<file path="src/rtl/uart_pkg.sv">
// Shared definitions for the oversampling UART receiver: FSM encoding,
// error flag positions, data-width codes and the majority voter.
package uart_pkg;

    typedef enum logic [2:0] {
        IDLE      = 3'd0,
        START     = 3'd1,
        DATA      = 3'd2,
        PARITY    = 3'd3,
        STOP1     = 3'd4,
        STOP2     = 3'd5,
        WAIT_HIGH = 3'd6
    } state_t;

    localparam int ERR_PARITY  = 0;
    localparam int ERR_FRAMING = 1;
    localparam int ERR_BREAK   = 2;

    localparam int DATA_W  = 8;
    localparam int ERR_W   = 3;
    localparam int FRAME_W = DATA_W + ERR_W;

    localparam logic [1:0] DBITS_5 = 2'd0;
    localparam logic [1:0] DBITS_6 = 2'd1;
    localparam logic [1:0] DBITS_7 = 2'd2;
    localparam logic [1:0] DBITS_8 = 2'd3;

    function automatic logic maj3(input logic a, input logic b, input logic c);
        return (a & b) | (a & c) | (b & c);
    endfunction

    // Index of the last data bit for a given width code.
    function automatic logic [2:0] last_bit_idx(input logic [1:0] dbits);
        case (dbits)
            DBITS_5: return 3'd4;
            DBITS_6: return 3'd5;
            DBITS_7: return 3'd6;
            default: return 3'd7;
        endcase
    endfunction

endpackage

</file>
<file path="src/rtl/uart_fifo.sv">
// First-word fall-through FIFO; a write into a full FIFO succeeds only when
// a pop happens in the same cycle, otherwise o_overflow pulses.
module uart_fifo #(
    parameter int WIDTH = 11,
    parameter int DEPTH = 8,
    localparam int AW   = $clog2(DEPTH)
) (
    input  logic             clk,
    input  logic             reset,
    input  logic             i_wr_en,
    input  logic [WIDTH-1:0] i_wr_data,
    input  logic             i_rd_en,
    output logic [WIDTH-1:0] o_head,
    output logic             o_valid,
    output logic [AW:0]      o_count,
    output logic             o_overflow
);

    logic [WIDTH-1:0] r_mem [DEPTH];
    logic [AW-1:0]    r_wr_ptr;
    logic [AW-1:0]    r_rd_ptr;
    logic [AW:0]      r_count;

    logic w_empty;
    logic w_full;
    logic w_do_rd;
    logic w_do_wr;

    assign w_empty = (r_count == '0);
    assign w_full  = (r_count == (AW+1)'(DEPTH));
    assign w_do_rd = i_rd_en && !w_empty;
    assign w_do_wr = i_wr_en && (!w_full || w_do_rd);

    always_ff @(posedge clk) begin
        if (w_do_wr) begin
            r_mem[r_wr_ptr] <= i_wr_data;
        end
    end

    always_ff @(posedge clk or posedge reset) begin
        if (reset) begin
            r_wr_ptr <= '0;
            r_rd_ptr <= '0;
            r_count  <= '0;
        end else begin
            if (w_do_wr) begin
                r_wr_ptr <= r_wr_ptr + AW'(1);
            end
            if (w_do_rd) begin
                r_rd_ptr <= r_rd_ptr + AW'(1);
            end
            case ({w_do_wr, w_do_rd})
                2'b10:   r_count <= r_count + (AW+1)'(1);
                2'b01:   r_count <= r_count - (AW+1)'(1);
                default: r_count <= r_count;
            endcase
        end
    end

    // Memory is not reset, so the head is forced to zero while empty.
    assign o_head     = w_empty ? '0 : r_mem[r_rd_ptr];
    assign o_valid    = !w_empty;
    assign o_count    = r_count;
    assign o_overflow = i_wr_en && w_full && !w_do_rd;

endmodule

</file>
<file path="src/rtl/uart_rx_fifo.sv">
// Oversampling UART receiver with 2-of-3 mid-bit voting, parity/framing/break
// detection and a receive FIFO carrying per-frame error flags.
module uart_rx_fifo
    import uart_pkg::*;
#(
    parameter int OVERSAMPLE  = 16,
    parameter int FIFO_DEPTH  = 8,
    parameter int SYNC_STAGES = 2
) (
    input  logic                          clk,
    input  logic                          reset,
    input  logic                          rx,
    input  logic                          oversample_tick,
    input  logic [1:0]                    cfg_data_bits,
    input  logic                          cfg_parity_en,
    input  logic                          cfg_parity_odd,
    input  logic                          cfg_stop2,
    // rd_valid high means rd_data/rd_err hold the head; rd_en pops it and
    // is ignored while rd_valid is low.
    input  logic                          rd_en,
    output logic [7:0]                    rd_data,
    output logic [2:0]                    rd_err,
    output logic                          rd_valid,
    output logic [$clog2(FIFO_DEPTH):0]   fifo_count,
    output logic                          overrun,
    input  logic                          clr_overrun,
    output logic [2:0]                    dbg_state
);

    localparam int CW  = $clog2(OVERSAMPLE);
    localparam int MID = OVERSAMPLE / 2;

    localparam logic [CW-1:0] C_S0   = CW'(MID - 1);
    localparam logic [CW-1:0] C_S1   = CW'(MID);
    localparam logic [CW-1:0] C_S2   = CW'(MID + 1);
    localparam logic [CW-1:0] C_LAST = CW'(OVERSAMPLE - 1);

    logic [SYNC_STAGES-1:0] r_sync;
    state_t                 r_state;
    logic [CW-1:0]          r_cnt;
    logic [2:0]             r_bit_idx;
    logic [2:0]             r_last_idx;
    logic                   r_par_en;
    logic                   r_par_odd;
    logic                   r_stop2;
    logic                   r_s0;
    logic                   r_s1;
    logic [DATA_W-1:0]      r_shift;
    logic                   r_par_bit;
    logic                   r_stop1_bit;
    logic                   r_wr_en;
    logic [FRAME_W-1:0]     r_wr_data;
    logic                   r_overrun;

    logic                   w_rx;
    logic                   w_maj;
    logic                   w_at_s2;
    logic                   w_at_last;
    logic [CW-1:0]          w_cnt_next;
    logic                   w_stop1;
    logic [ERR_W-1:0]       w_err;
    logic [FRAME_W-1:0]     w_frame;
    logic [FRAME_W-1:0]     w_head;
    logic                   w_overflow;

    always_ff @(posedge clk or posedge reset) begin
        if (reset) begin
            r_sync <= '1;
        end else begin
            r_sync <= {r_sync[SYNC_STAGES-2:0], rx};
        end
    end

    assign w_rx       = r_sync[SYNC_STAGES-1];
    assign w_maj      = maj3(r_s0, r_s1, w_rx);
    assign w_at_s2    = (r_cnt == C_S2);
    assign w_at_last  = (r_cnt == C_LAST);
    assign w_cnt_next = w_at_last ? '0 : r_cnt + CW'(1);

    // In STOP1 the vote in flight is the first stop bit; in STOP2 it was stored.
    assign w_stop1 = (r_state == STOP1) ? w_maj : r_stop1_bit;

    always_comb begin
        w_err              = '0;
        w_err[ERR_PARITY]  = r_par_en && (r_par_bit != ((^r_shift) ^ r_par_odd));
        w_err[ERR_FRAMING] = !w_stop1 || !w_maj;
        w_err[ERR_BREAK]   = (r_shift == '0) && (!r_par_en || !r_par_bit) && !w_stop1;
    end

    assign w_frame = {w_err, r_shift};

    always_ff @(posedge clk or posedge reset) begin
        if (reset) begin
            r_state     <= IDLE;
            r_cnt       <= '0;
            r_bit_idx   <= '0;
            r_last_idx  <= '0;
            r_par_en    <= 1'b0;
            r_par_odd   <= 1'b0;
            r_stop2     <= 1'b0;
            r_s0        <= 1'b1;
            r_s1        <= 1'b1;
            r_shift     <= '0;
            r_par_bit   <= 1'b0;
            r_stop1_bit <= 1'b1;
            r_wr_en     <= 1'b0;
            r_wr_data   <= '0;
        end else begin
            r_wr_en <= 1'b0;
            if (oversample_tick) begin
                if (r_cnt == C_S0) r_s0 <= w_rx;
                if (r_cnt == C_S1) r_s1 <= w_rx;
                case (r_state)
                    IDLE: begin
                        r_cnt <= '0;
                        if (!w_rx) begin
                            r_state    <= START;
                            r_last_idx <= last_bit_idx(cfg_data_bits);
                            r_par_en   <= cfg_parity_en;
                            r_par_odd  <= cfg_parity_odd;
                            r_stop2    <= cfg_stop2;
                            r_shift    <= '0;
                            r_bit_idx  <= '0;
                            r_par_bit  <= 1'b0;
                        end
                    end
                    START: begin
                        r_cnt <= w_cnt_next;
                        if (w_at_s2 && w_maj) begin
                            r_state <= IDLE;
                            r_cnt   <= '0;
                        end else if (w_at_last) begin
                            r_state <= DATA;
                        end
                    end
                    DATA: begin
                        r_cnt <= w_cnt_next;
                        if (w_at_s2) begin
                            r_shift[r_bit_idx] <= w_maj;
                        end
                        if (w_at_last) begin
                            if (r_bit_idx == r_last_idx) begin
                                r_state <= r_par_en ? PARITY : STOP1;
                            end else begin
                                r_bit_idx <= r_bit_idx + 3'd1;
                            end
                        end
                    end
                    PARITY: begin
                        r_cnt <= w_cnt_next;
                        if (w_at_s2) r_par_bit <= w_maj;
                        if (w_at_last) r_state <= STOP1;
                    end
                    STOP1: begin
                        r_cnt <= w_cnt_next;
                        if (w_at_s2) begin
                            r_stop1_bit <= w_maj;
                            if (!r_stop2) begin
                                r_wr_en   <= 1'b1;
                                r_wr_data <= w_frame;
                                r_state   <= w_maj ? IDLE : WAIT_HIGH;
                                r_cnt     <= '0;
                            end
                        end else if (w_at_last) begin
                            r_state <= STOP2;
                        end
                    end
                    STOP2: begin
                        r_cnt <= w_cnt_next;
                        if (w_at_s2) begin
                            r_wr_en   <= 1'b1;
                            r_wr_data <= w_frame;
                            r_state   <= w_maj ? IDLE : WAIT_HIGH;
                            r_cnt     <= '0;
                        end
                    end
                    WAIT_HIGH: begin
                        r_cnt <= '0;
                        if (w_rx) r_state <= IDLE;
                    end
                    default: begin
                        r_state <= IDLE;
                        r_cnt   <= '0;
                    end
                endcase
            end
        end
    end

    uart_fifo #(
        .WIDTH (FRAME_W),
        .DEPTH (FIFO_DEPTH)
    ) u_fifo (
        .clk        (clk),
        .reset      (reset),
        .i_wr_en    (r_wr_en),
        .i_wr_data  (r_wr_data),
        .i_rd_en    (rd_en),
        .o_head     (w_head),
        .o_valid    (rd_valid),
        .o_count    (fifo_count),
        .o_overflow (w_overflow)
    );

    // A fresh drop outranks a clear in the same cycle.
    always_ff @(posedge clk or posedge reset) begin
        if (reset) begin
            r_overrun <= 1'b0;
        end else if (w_overflow) begin
            r_overrun <= 1'b1;
        end else if (clr_overrun) begin
            r_overrun <= 1'b0;
        end
    end

    assign rd_data   = w_head[DATA_W-1:0];
    assign rd_err    = w_head[FRAME_W-1:DATA_W];
    assign overrun   = r_overrun;
    assign dbg_state = r_state;

endmodule

</file>
<file path="config.mk">
export PLATFORM = sky130hd
export DESIGN_NAME = uart_rx_fifo
export DESIGN_NICKNAME = d
export VERILOG_FILES = /design/src/rtl/uart_pkg.sv /design/src/rtl/uart_fifo.sv /design/src/rtl/uart_rx_fifo.sv
export SDC_FILE = /design/constraint.sdc
export NUM_CORES = 1
export LEC_CHECK = 0
export CAP_MARGIN = 20
export CORE_ASPECT_RATIO = 1.4
export CORE_UTILIZATION = 50
export CTS_CLUSTER_SIZE = 10
export DETAILED_ROUTE_END_ITERATION = 10
export PLACE_DENSITY = 0.68
export SKIP_CTS_REPAIR_TIMING = 1
export SYNTH_ARGS = -nofsm -noshare
export SYNTH_HDL_FRONTEND = slang
export SYNTH_HIERARCHICAL = 1
export SYNTH_SLANG_ARGS = --single-unit
export TNS_END_PERCENT = 10
</file>
<file path="constraint.sdc">
create_clock -name clk -period 2.7 [get_ports clk]
set_input_delay 0.54 -clock clk [delete_from_list [all_inputs] [get_ports clk]]
set_output_delay 0.54 -clock clk [all_outputs]
set_load 0.1 [all_outputs]
</file>
# Word-level counts from Yosys, hierarchy flattened

Memories as Yosys holds them, arrays and structs flattened.
Cells that the tools add are included.

Add/subtract/negate cells: 6
Order comparisons: 2
Eq/ne operators: 31
Multiplexer cells: 50
Bitwise operators: 7
Reductions and logical operators: 39

Operators by type and width:

| operator            | number |
|---|---|
| $mux 3              | 16 |
| $mux 11             | 4 |
| $ne 2x2->1 const B  | 11 |
| $pmux 11 s2         | 1 |
| $pmux 3 s7          | 1 |
| $mux 4              | 5 |
| $eq 4x4->1 const B  | 4 |
| $mux 8              | 2 |
| $pmux 4 s4          | 1 |
| $pmux 8 s2          | 1 |
| $mux 1              | 12 |
| $reduce_and 10->1   | 1 |
| $reduce_and 5->1    | 2 |
| $reduce_bool 2->1   | 5 |
| $add 3x1->3 const B | 3 |
| $eq 3x3->1 const B  | 3 |
| $logic_and 1x1->1   | 9 |
| $ne 3x3->1 const B  | 3 |
| $add 4x1->4 const B | 2 |
| $bwmux 8            | 1 |
| $logic_not 8->1     | 1 |
| $pmux 4 s2          | 1 |
| $reduce_and 4->1    | 2 |
| $reduce_xor 8->1    | 1 |
| other kinds (26)    | 43 |

Flip-flop bits (word level): 53
RAM bits: 88
Bits of input ports: 11
Output and inout bits: 20
Logic and storage cells: 155
Memories: 1

Memories:

| name         | depth | bits a word | read ports | clocked after Yosys merged registers in | wr ports | line            | source |
|---|---|---|---|---|---|---|---|
| u_fifo.r_mem | 8     | 11          | 1          | 0                                       | 1        | uart_fifo.sv:19 | `logic [WIDTH-1:0] r_mem [DEPTH];` |

# Longest topological paths before layout

Depth after elaboration: 9
Depth in mapped cells: 9
Gate-level depth less buffers: 8

# Hierarchy

Netlist, hierarchy kept.

By module, submodules not included:

| module       | instances | cells each | area an instance (um2) | seq. area each (um2) |
|---|---|---|---|---|
| uart_fifo    | 1         | 238        | 4145.2                 | 2892.8 |
| uart_rx_fifo | 1         | 230        | 2329.7                 | 1082.3 |

# Worst setup path after synthesis

Ideal clock, no wire load.

Kind: register to output
Start: reg u_fifo.r_count[1], in the netlist u_fifo/o_count[1]
End: out rd_data[0]
Arrival time: 3768 ps
Slack: -1608 ps
Stages on the path, launching flop included: 5
Cells stage by stage: dfrtp_1 > buf_6 > nor4_4 > a221o_1 > a221oi_1

Cells in the longest elaborated chain, start to end: 2

RTL lines:

| element                | line               | source |
|---|---|---|
| start, declared        | uart_fifo.sv:22    | `logic [AW:0] r_count;` |
| start signal, assigned | uart_fifo.sv:53    | `2'b10: r_count <= r_count + (AW+1)'(1);` |
| start signal, assigned | uart_fifo.sv:54    | `2'b01: r_count <= r_count - (AW+1)'(1);` |
| start signal, assigned | uart_fifo.sv:55    | `default: r_count <= r_count;` |
| $logic_not 4->1        | uart_fifo.sv:29    | `assign w_empty = (r_count == '0);` |
| $mux 11                | uart_fifo.sv:61    | `assign o_head = w_empty ? '0 : r_mem[r_rd_ptr];` |
| end, declared          | uart_rx_fifo.sv:21 | `output logic [7:0] rd_data,` |

No other way between the ends.

# Worst setup path after layout

Start: reg u_fifo.r_rd_ptr[0]
End: out rd_data[4]

Cells in the longest elaborated chain, start to end: 2

RTL lines:

| element                | line            | source |
|---|---|---|
| start, declared        | uart_fifo.sv:21 | `logic [AW-1:0] r_rd_ptr;` |
| start signal, assigned | uart_fifo.sv:50 | `r_rd_ptr <= r_rd_ptr + AW'(1);` |
| $mem_v2 8x11           | --              |  |
| $mux 11                | uart_fifo.sv:61 |  |

No other way between the ends.

==> metrics <==
status completed; Reg clk slew, reported paths 0.06 ns; Detailed Routing Iterations Pass 1 6; CTS sink cnt 141; share of cells above drive strength 1 23.5%; CTS tree yes; Vias/cell 5.69; max cap viols 0; Core ar. 12500 µm²; Crit path required time 2.16 ns; RSZ-0062 raised after global routing no; Rows 48; Filler Cell Count 935; DRC Markers 0; CTS buffer count 17; setup tns final 0 ns; Post-synth EDFFs 88; asr flop ratio synth 37.6%; combinational share of power 43.5%; antenna cell count 0; Final Wtd Congestion 0.814; launching element type of the critical path flop; # nets final 532; Mapped Cells 468; Seq/Total Area, Yosys 61.4%; final worst path period share 96.3%; max incr delay on CP 0.44 ns; Routed WL 11.7 mm; post-DP HPWL 8.06 mm; cell chain of the critical path buf_12 > mux2i_1 > a221o_1 > a221oi_4 > buf_12; Hold Path Class flop to flop; Synth Net Count 490; Lkg Pwr 2.97 nW; worst ir drop on vdd 0.000825 V; gr ovfl total 0; vias 3831; total power per unit cell area 1170 nW/µm²; sequential power share 29.8%; Sw Pwr 3.59 mW; Final ANT Viol Nets 0; # H-tree levels 4; Worst path slowest cell dfrtp_2; Crit path arrival time 2.06 ns; Synth Flop Type edfxtp_1; Area Overhead vs Synth 21.4%; # port buffers 30; switch share 39.1%; clock share of power 26.6%; vias in the first global route 3976; Avg WL per Cell 17.3 µm; Global Route Usage Sum 19.1%; unique cell type count in the Yosys netlist 66; die area 13400 µm²; Starting Density 51.8%; WS Path Type flop to primary output; Final Hold Fails 0; largest net degree at the start of global routing 47; die height 137 µm; critical path peak fanout 23; Yosys warnings 6; Yosys reg bits 141; Root Driver clkbuf_16; antenna violations before repair 0; slew of the pin with the lowest slew margin 1.05 ns; max-slew violations 0; clock buffer depth 2; IO Pins 31; CP Capture Type primary output; clock skew 0.00903 ns; Die X 98.2 µm; Mean Syn Cell Area 13.8 µm²; CP delay by family, top compound AO/OA/AOI/OAI gates; relative max-transition margin 29.5%; Register Area 3990 µm²; worst path bufs/invs 2; clk_lat worst skew 0.41 ns; Finish-stage setup viols 0; first-pass GRT wire length 19.5 mm; Final Total Pwr 9.19 mW; Most Frequent Cell on Critical Path buf_12; synthesized area 6470 µm²; Initial DRC Count 166; Int Pwr 5.60 mW; max frequency 385 MHz; Tmin final 2.60 ns; Multi-input gate area 2390 µm²
==> cell usage in the layout, fill, tap and decap left out, types with 3 or more instances in the layout <==
cell,instances
a21oi_1,5
o21a_1,3
mux2_2,17
edfxtp_1,88
a31oi_1,5
nor3_1,6
o21ai_1,3
o21ai_0,27
o211ai_1,4
inv_1,21
xnor2_1,11
dfstp_2,5
mux2i_1,47
nand4b_1,3
buf_12,14
nand2_1,15
buf_4,24
a221o_1,11
mux2_1,3
nand3_1,9
o22ai_1,5
nand2b_1,11
a21o_1,3
a221oi_4,11
dfrtp_2,3
ha_1,11
bufinv_16,5
clkbuf_16,18
clkdlybuf4s50_1,10
clkinv_2,5
nor2b_1,5
dfrtp_1,43
o31ai_1,5
clkinv_1,3
nor2_1,18
==> sequential cells by signal, summed over array words and instances (netlist names), 2 cells and up <==
register,count
r_shift,8
u_fifo/r_wr_ptr,3
r_bit_idx,3
dbg_state,3
r_cnt,4
r_last_idx,3
r_sync,2
u_fifo/r_mem,88
u_fifo/r_rd_ptr,3
u_fifo/o_count,4
r_wr_data,11
==> logic make-up after synthesis <==
| family | Yosys count | synth area share, % |
|---|---|---|
| multiplexers | 68 | 11.0 |
| XOR/XNOR | 13 | 1.76 |
| AO/OA/AOI/OAI | 95 | 11.6 |
| adder cells (fa/ha/maj) | 12 | 2.30 |
| flip-flops | 141 | 61.4 |
| AND/OR/NAND/NOR | 90 | 8.04 |
| buffers and inverters | 49 | 3.90 |
==> layout make-up <==
type                       instances  area share, %
tap                              150           2.39
sequential                       141           50.7
timing repair buffer              49           7.45
multi-input combinational        278           30.4
inverter                          23           1.10
clock buffer                      18           5.46
clock inverter                    14           2.53
==> power by group through the flow <==
stage	combinational (mW)	clock, mW	sequential [mW]
detailed placement	3.99	0	2.77
global placement	3.94	0	2.76
global route	4.19	2.61	2.78
CTS	4.00	2.50	2.73
finish	4.00	2.45	2.74
floorplan	2.77	0	2.97
==> synth_stat cells, types with 2 or more instances <==
cell type	count	area, µm²
edfxtp_1	88	2640
dfrtp_1	48	1200
mux2i_1	47	470
o21ai_0	27	135
inv_1	22	82.6
nor2_1	19	71.3
mux2_2	17	191
nand2_1	15	56.3
a221o_1	11	110
ha_1	11	138
nand2b_1	11	68.8
xnor2_1	11	96.3
a221oi_2	10	150
buf_2	9	45.0
nand3_1	9	45.0
clkbuf_1	7	26.3
nor2b_1	6	37.5
nor3_1	6	30.0
a21oi_1	5	25.0
a31oi_1	5	31.3
dfstp_2	5	131
o22ai_1	5	31.3
o31ai_1	5	37.5
buf_6	4	45.0
o211ai_1	4	30.0
a21o_1	3	22.5
buf_4	3	22.5
mux2_1	3	33.8
nand4b_1	3	26.3
o21a_1	3	22.5
o21ai_1	3	15.0
a221oi_1	2	17.5
a22o_1	2	17.5
and2_1	2	12.5
and3b_1	2	17.5
buf_1	2	7.51
nor3_2	2	20.0
nor4b_1	2	17.5
xor2_1	2	17.5
==> stage by stage <==
stage	std cells	area [µm²]	worst slack [ns]	utilization (%)	hold WS, ns
after detailed placement	640	7210	0.0182	57.7	0.353
after CTS	672	7840	0.0233	62.7	0.361
after global placement	640	7210	0.104	57.7	0.348
after floorplan	468	6620	0.0170	-	0.345
after global routing	673	7860	0.0436	62.9	0.368
final	673	7860	0.0993	62.9	0.359
==> worst paths after layout <==
path	to	cells past startpoint	slack, ns	start
worst max-delay path	rd_data[4]	5	0.1	u_fifo/r_rd_ptr[0]$_DFFE_PP0N_
worst min-delay path	r_sync[1]$_DFF_PP1_	0	0.36	r_sync[0]$_DFF_PP1_
worst max register to register	u_fifo/o_count[2]$_DFFE_PP0P_	8	0.41	u_fifo/o_count[0]$_DFFE_PP0P_
worst min register to register	r_sync[1]$_DFF_PP1_	0	0.36	r_sync[0]$_DFF_PP1_
max in group asynchronous	r_s0$_DFFE_PP1P_	3	1.59	reset
min in group asynchronous	u_fifo/r_rd_ptr[1]$_DFFE_PP0N_	2	0.45	reset
==> layer usage <==
metal	global-route usage [%]	part of all wire, %
met1	21.4	42
met2	34.9	55
met3	5.57	2.4
met4	5.80	0.64
met5	0	0
No activity file was read; power rests on OpenSTA's default activity.
==> variant 1 (same settings) <==
The parameter `FIFO_DEPTH` goes from 8 to 16.
--- a/src/rtl/uart_rx_fifo.sv
+++ b/src/rtl/uart_rx_fifo.sv
@@ -6,3 +6,3 @@
     parameter int OVERSAMPLE  = 16,
-    parameter int FIFO_DEPTH  = 8,
+    parameter int FIFO_DEPTH  = 16,
     parameter int SYNC_STAGES = 2
Ports: changed (resized fifo_count); port bits go from 31 to 32. No check against the original RTL was run, so the function may have changed too.
==> variant 1 against the original RTL <==
  * Largest power group unchanged
  * Worst setup slack lost 0.39 ns
  * Synthesized cell count increased by 31%
  * Clock skew increased by 0.0063 ns
  * Power up 36%
  * Routed wire length grew 74%
  * First-iteration DRC count grew 130%
  * Sequential cell count grew 91
  * Cell area rose by 51%
  * Count of clock-buffer cells in the layout is 30 higher
  * Die area up 53%
  * The flow now finishes with violations (negative setup slack)
  * Area after synthesis rose by 54%
==> variant 1: results (changes against the original RTL) <==
| Metric | Value |
|---|---|
| Pre-CTS WS | 0.04804 ns (+0.02983 ns) |
| Initial DRC Count | 381 (+130%) |
| Crit-path max FO | 9 (-61%) |
| H-tree depth | 1 (-3) |
| Final Setup Violations | 12 (+12) |
| Violated checks | negative setup slack |
| Sequential cell area | 6710 um^2 (+68%) |
| R2R cell count | 9 (+1) |
| Slew margin rel. | 54.88% (+25 points) |
| Worst clock skew | 0.01528 ns (+0.006253 ns) |
| Layout inverter count without the clock tree | 29 (+26%) |
| Ys async rst share | 24.14% (-13 points) |
| First-pass GRT wire length | 32,680 um (+67%) |
| Ranking of synthesized cells by area | edfxtp_1 (53%), dfrtp_1 (13%), mux4_2 (9.9%) |
| Syn_nets | 641 (+31%) |
| Vias | 5,470 (+43%) |
| Top cell types by occurrence after synthesis | edfxtp_1 (176), dfrtp_1 (51), mux4_2 (44), o21ai_0 (29), inv_1 (28) |
| Post-synthesis mux area share | 13.77% (+2.8 points) |
| CP arrival | 2.45 ns (+0.39 ns) |
| Synth Area in Adders | 1.992% (-0.31 points) |
| CP top delay family | buffers and inverters |
| Fill count | 1,413 (+51%) |
| Worst IR Drop VDD | 0.8755 mV (+6.1%) |
| Outcome | finished with violations |
| Die area | 20,550 um^2 (+53%) |
| Share of layout cells above drive strength 1 | 28.47% (+5.0 points) |
| Buffer share of cell area | 6.597% (-0.85 points) |
| Seq/Total Area, Yosys | 67.02% (+5.6 points) |
| Iteration count of the initial detailed-routing pass | 4 (-2) |
| Number of library cell types mapped by synthesis | 62 (-6.1%) |
| Clk. pwr | 3.17 mW (+29%) |
| Final Instance Area | 11,890 um^2 (+51%) |
| Setup WS post-layout | -0.2864 ns (-0.3858 ns) |
| Hold WC Path Type | input pin to async pin |
| Drt wl/cell | 21.50 um (+24%) |
| Clock buffer count | 48 (+30) |
[variant 1: changes by cell type after synthesis, sizes merged, moves of 4 or more]
cell    unedited run  this run
a221oi            12         1
mux4               0        44
clkbuf             7        15
a211oi             1        23
nor2              19        24
ha                11        15
mux2i             47        14
edfxtp            88       176
a221o             11         0
inv               23        29
nor2b              6        15
and3               1         5
[variant 1: worst paths after layout]
| path | start | to |
|---|---|---|
| max | u_fifo/r_rd_ptr[0] | rd_data[2] |
| min | reset | r_par_odd |
| max reg2reg | u_fifo/o_count[0] | u_fifo/o_count[4] |
| min reg2reg | r_sync[0] | r_sync[1] |
| max in group asynchronous | reset | u_fifo/o_count[1] |
| min in group clk | r_sync[0] | r_sync[1] |
[variant 1: per-layer routing]
layer	part of all wire, %	up-vias	global-route usage, %	wire length [um]
met4	2.3	0	6.495	469
met5	0	-	0	0
met1	40	2811	26.90	8064
met2	54	123	38.74	11070
met3	3.7	31	2.151	756
li1	-	2505	-	-
==> variant 2 (config.mk and constraints unchanged) <==
Without the edit above. Add an input register stage for `cfg_data_bits`, with the module's reset; this delays it by one clock. The other inputs are not delayed to match.
--- a/src/rtl/uart_rx_fifo.sv
+++ b/src/rtl/uart_rx_fifo.sv
@@ -37,2 +37,12 @@
 
+    logic [1:0] cfg_data_bits_q;
+
+    always_ff @(posedge clk or posedge reset) begin
+        if (reset) begin
+            cfg_data_bits_q <= '0;
+        end else begin
+            cfg_data_bits_q <= cfg_data_bits;
+        end
+    end
+
     logic [SYNC_STAGES-1:0] r_sync;
@@ -117,3 +127,3 @@
                             r_state    <= START;
-                            r_last_idx <= last_bit_idx(cfg_data_bits);
+                            r_last_idx <= last_bit_idx(cfg_data_bits_q);
                             r_par_en   <= cfg_parity_en;
Function: no difference found for any inputs over 4 cycles, from zero or initial values and one cycle with reset high; that may be too few to reach the edited logic, so the function may still have changed.
==> variant 2 against the original RTL <==
  * The flow now finishes with violations (negative setup slack)
  * Power increased by 2.2%
  * Sequential cell count up 2
  * First-iteration DRC count is 7.8% higher
  * Area after synthesis decreased by 1.7%
  * Cell area shrank 1.7%
  * Clock skew is 0.0017 ns lower
  * Global-route usage is 0.68 points higher
  * Routed wire length is 2.3% higher
  * Worst setup slack lost 0.13 ns
  * Via count fell by 4.5%
  * Critical path depth down 1
  * Die area down 1.7%
  * Critical path type unchanged
  * Critical endpoint is now rd_err[2]
==> variant 2: results (changes against the original RTL) <==
| Metric | Value |
|---|---|
| Largest net degree at the start of global routing | 24 (-49%) |
| Number of enable flip-flop cells after synthesis | 88 (unchanged) |
| Ranking of synthesized cells by area | edfxtp_1 (42%), dfrtp_1 (20%), mux4_2 (7.8%) |
| Outcome | finished with violations |
| Share of layout cells above drive strength 1 | 30.39% (+6.9 points) |
| Reg2reg start | u_fifo/o_count[1] |
| Port Buffers | 30 (unchanged) |
| Crit-path max FO | 7 (-70%) |
| GPL Wtd Cong | 0.8588 (+5.5%) |
| Violated checks | negative setup slack |
| Clock Latency Late Sink | 0.41 ns (about the same) |
| Fill count | 909 (-2.8%) |
| CP top delay family | simple AND/OR/NAND/NOR gates |
| Top cell types by occurrence after synthesis | edfxtp_1 (88), dfrtp_1 (50), o21ai_0 (26), inv_1 (24), mux4_2 (22) |
| Vias in the first global route | 3,766 (-5.3%) |
| Setup WS post-layout | -0.03364 ns (-0.1330 ns) |
| Drt wl/cell | 18.75 um (+8.1%) |
| FF-to-FF setup slack | 0.14 ns (-0.27 ns) |
| Leak pwr | 2.915 nW (-1.8%) |
| HPWL after DPL | 7825 um (-2.9%) |
| Iteration count of the initial detailed-routing pass | 5 (-1) |
| Initial DRC Count | 179 (+7.8%) |
| Worst IR Drop VDD | 0.8309 mV (+0.66%) |
| Syn_nets | 448 (-8.6%) |
| Layout Nets | 498 (-6.4%) |
| Ys async rst share | 38.46% (+0.87 points) |
| Final Setup Violations | 6 (+6) |
| Number of library cell types mapped by synthesis | 65 (-1.5%) |
| Critical Path Slowest Stage Cell | or4_4 |
| Worst Max-Slew Pin Slew | 0.4696 ns (-0.5841 ns) |
| Worst clock skew | 0.007305 ns (-0.001722 ns) |
| Vias | 3,659 (-4.5%) |
| Pre-CTS WS | -0.06797 ns (-0.08618 ns) |
| First-pass GRT wire length | 19,340 um (-0.99%) |
| Worst path max stage delay | 0.64 ns (+0.20 ns) |
| CP arrival | 2.19 ns (+0.13 ns) |
| Placed inst area | 7044 um^2 (-2.3%) |
| Seq/Total Area, Yosys | 63.25% (+1.9 points) |
-- variant 2: cell types whose count changed in the layout (fill, tap and decap cells not counted), sizes merged, moves of 5 or more --
cell    delta
a221oi    -12
a221o     -11
mux4      +22
nand2b     -5
a22o      +10
mux2i     -43
-- variant 2: cell families after synthesis --
logic type	after synthesis	share of synthesized area, %
AOI/OAI and AO/OA	76	8.612
and+or+nand+nor	81	7.373
xor gates and xnor gates	16	2.202
muxes	47	12.19
DFF	143	63.25
adders and majority gates	14	2.772
buffers and inverters	47	3.598
-- variant 2: report_power, final --
part	switching, mW	internal (mW)	leakage, nW
sequential	0.356	2.59	1.46
clock	0.841	1.56	0.300
combinational	2.45	1.58	1.15
-- variant 2: routing by layer --
metal  vias up  global-route usage, %  wire length (um)
met3        14                  4.231               288
li1       1720                      -                 -
met4         0                  10.29               221
met1      1857                  21.48              4586
met2        68                  36.07              6849
met5         -                      0                 0
-- variant 2: final cells by class --
cell class	instances	area (um^2)	area share, %
Sequential cell	143	4035	52.19
Multi-Input combinational cell	236	2222	28.74
Timing Repair Buffer	52	578.1	7.477
Clock buffer	20	446.7	5.778
Tap cell	150	187.7	2.428
Clock inverter	12	168.9	2.185
Inverter	24	92.59	1.198
-- variant 2: worst paths after layout --
check	end	depth (start not counted)
worst max-delay path	rd_err[2]	4
worst min-delay path	r_sync[1]	0
worst max register to register	u_fifo/o_count[3]	8
worst min register to register	r_sync[1]	0
max in group asynchronous	r_stop1_bit	3
min in group asynchronous	u_fifo/o_count[0]	2
-- variant 2: per-stage QoR --
stage	util [%]	cells	setup TNS, ns
4_1_cts	61.91	633	-1.031
2_1_floorplan	-	424	-0.6630
6_report	62.49	637	-0.1605
3_5_place_dp	56.94	601	-0.06797
5_1_grt	62.49	637	-0.6430
3_3_place_gp	56.94	601	0
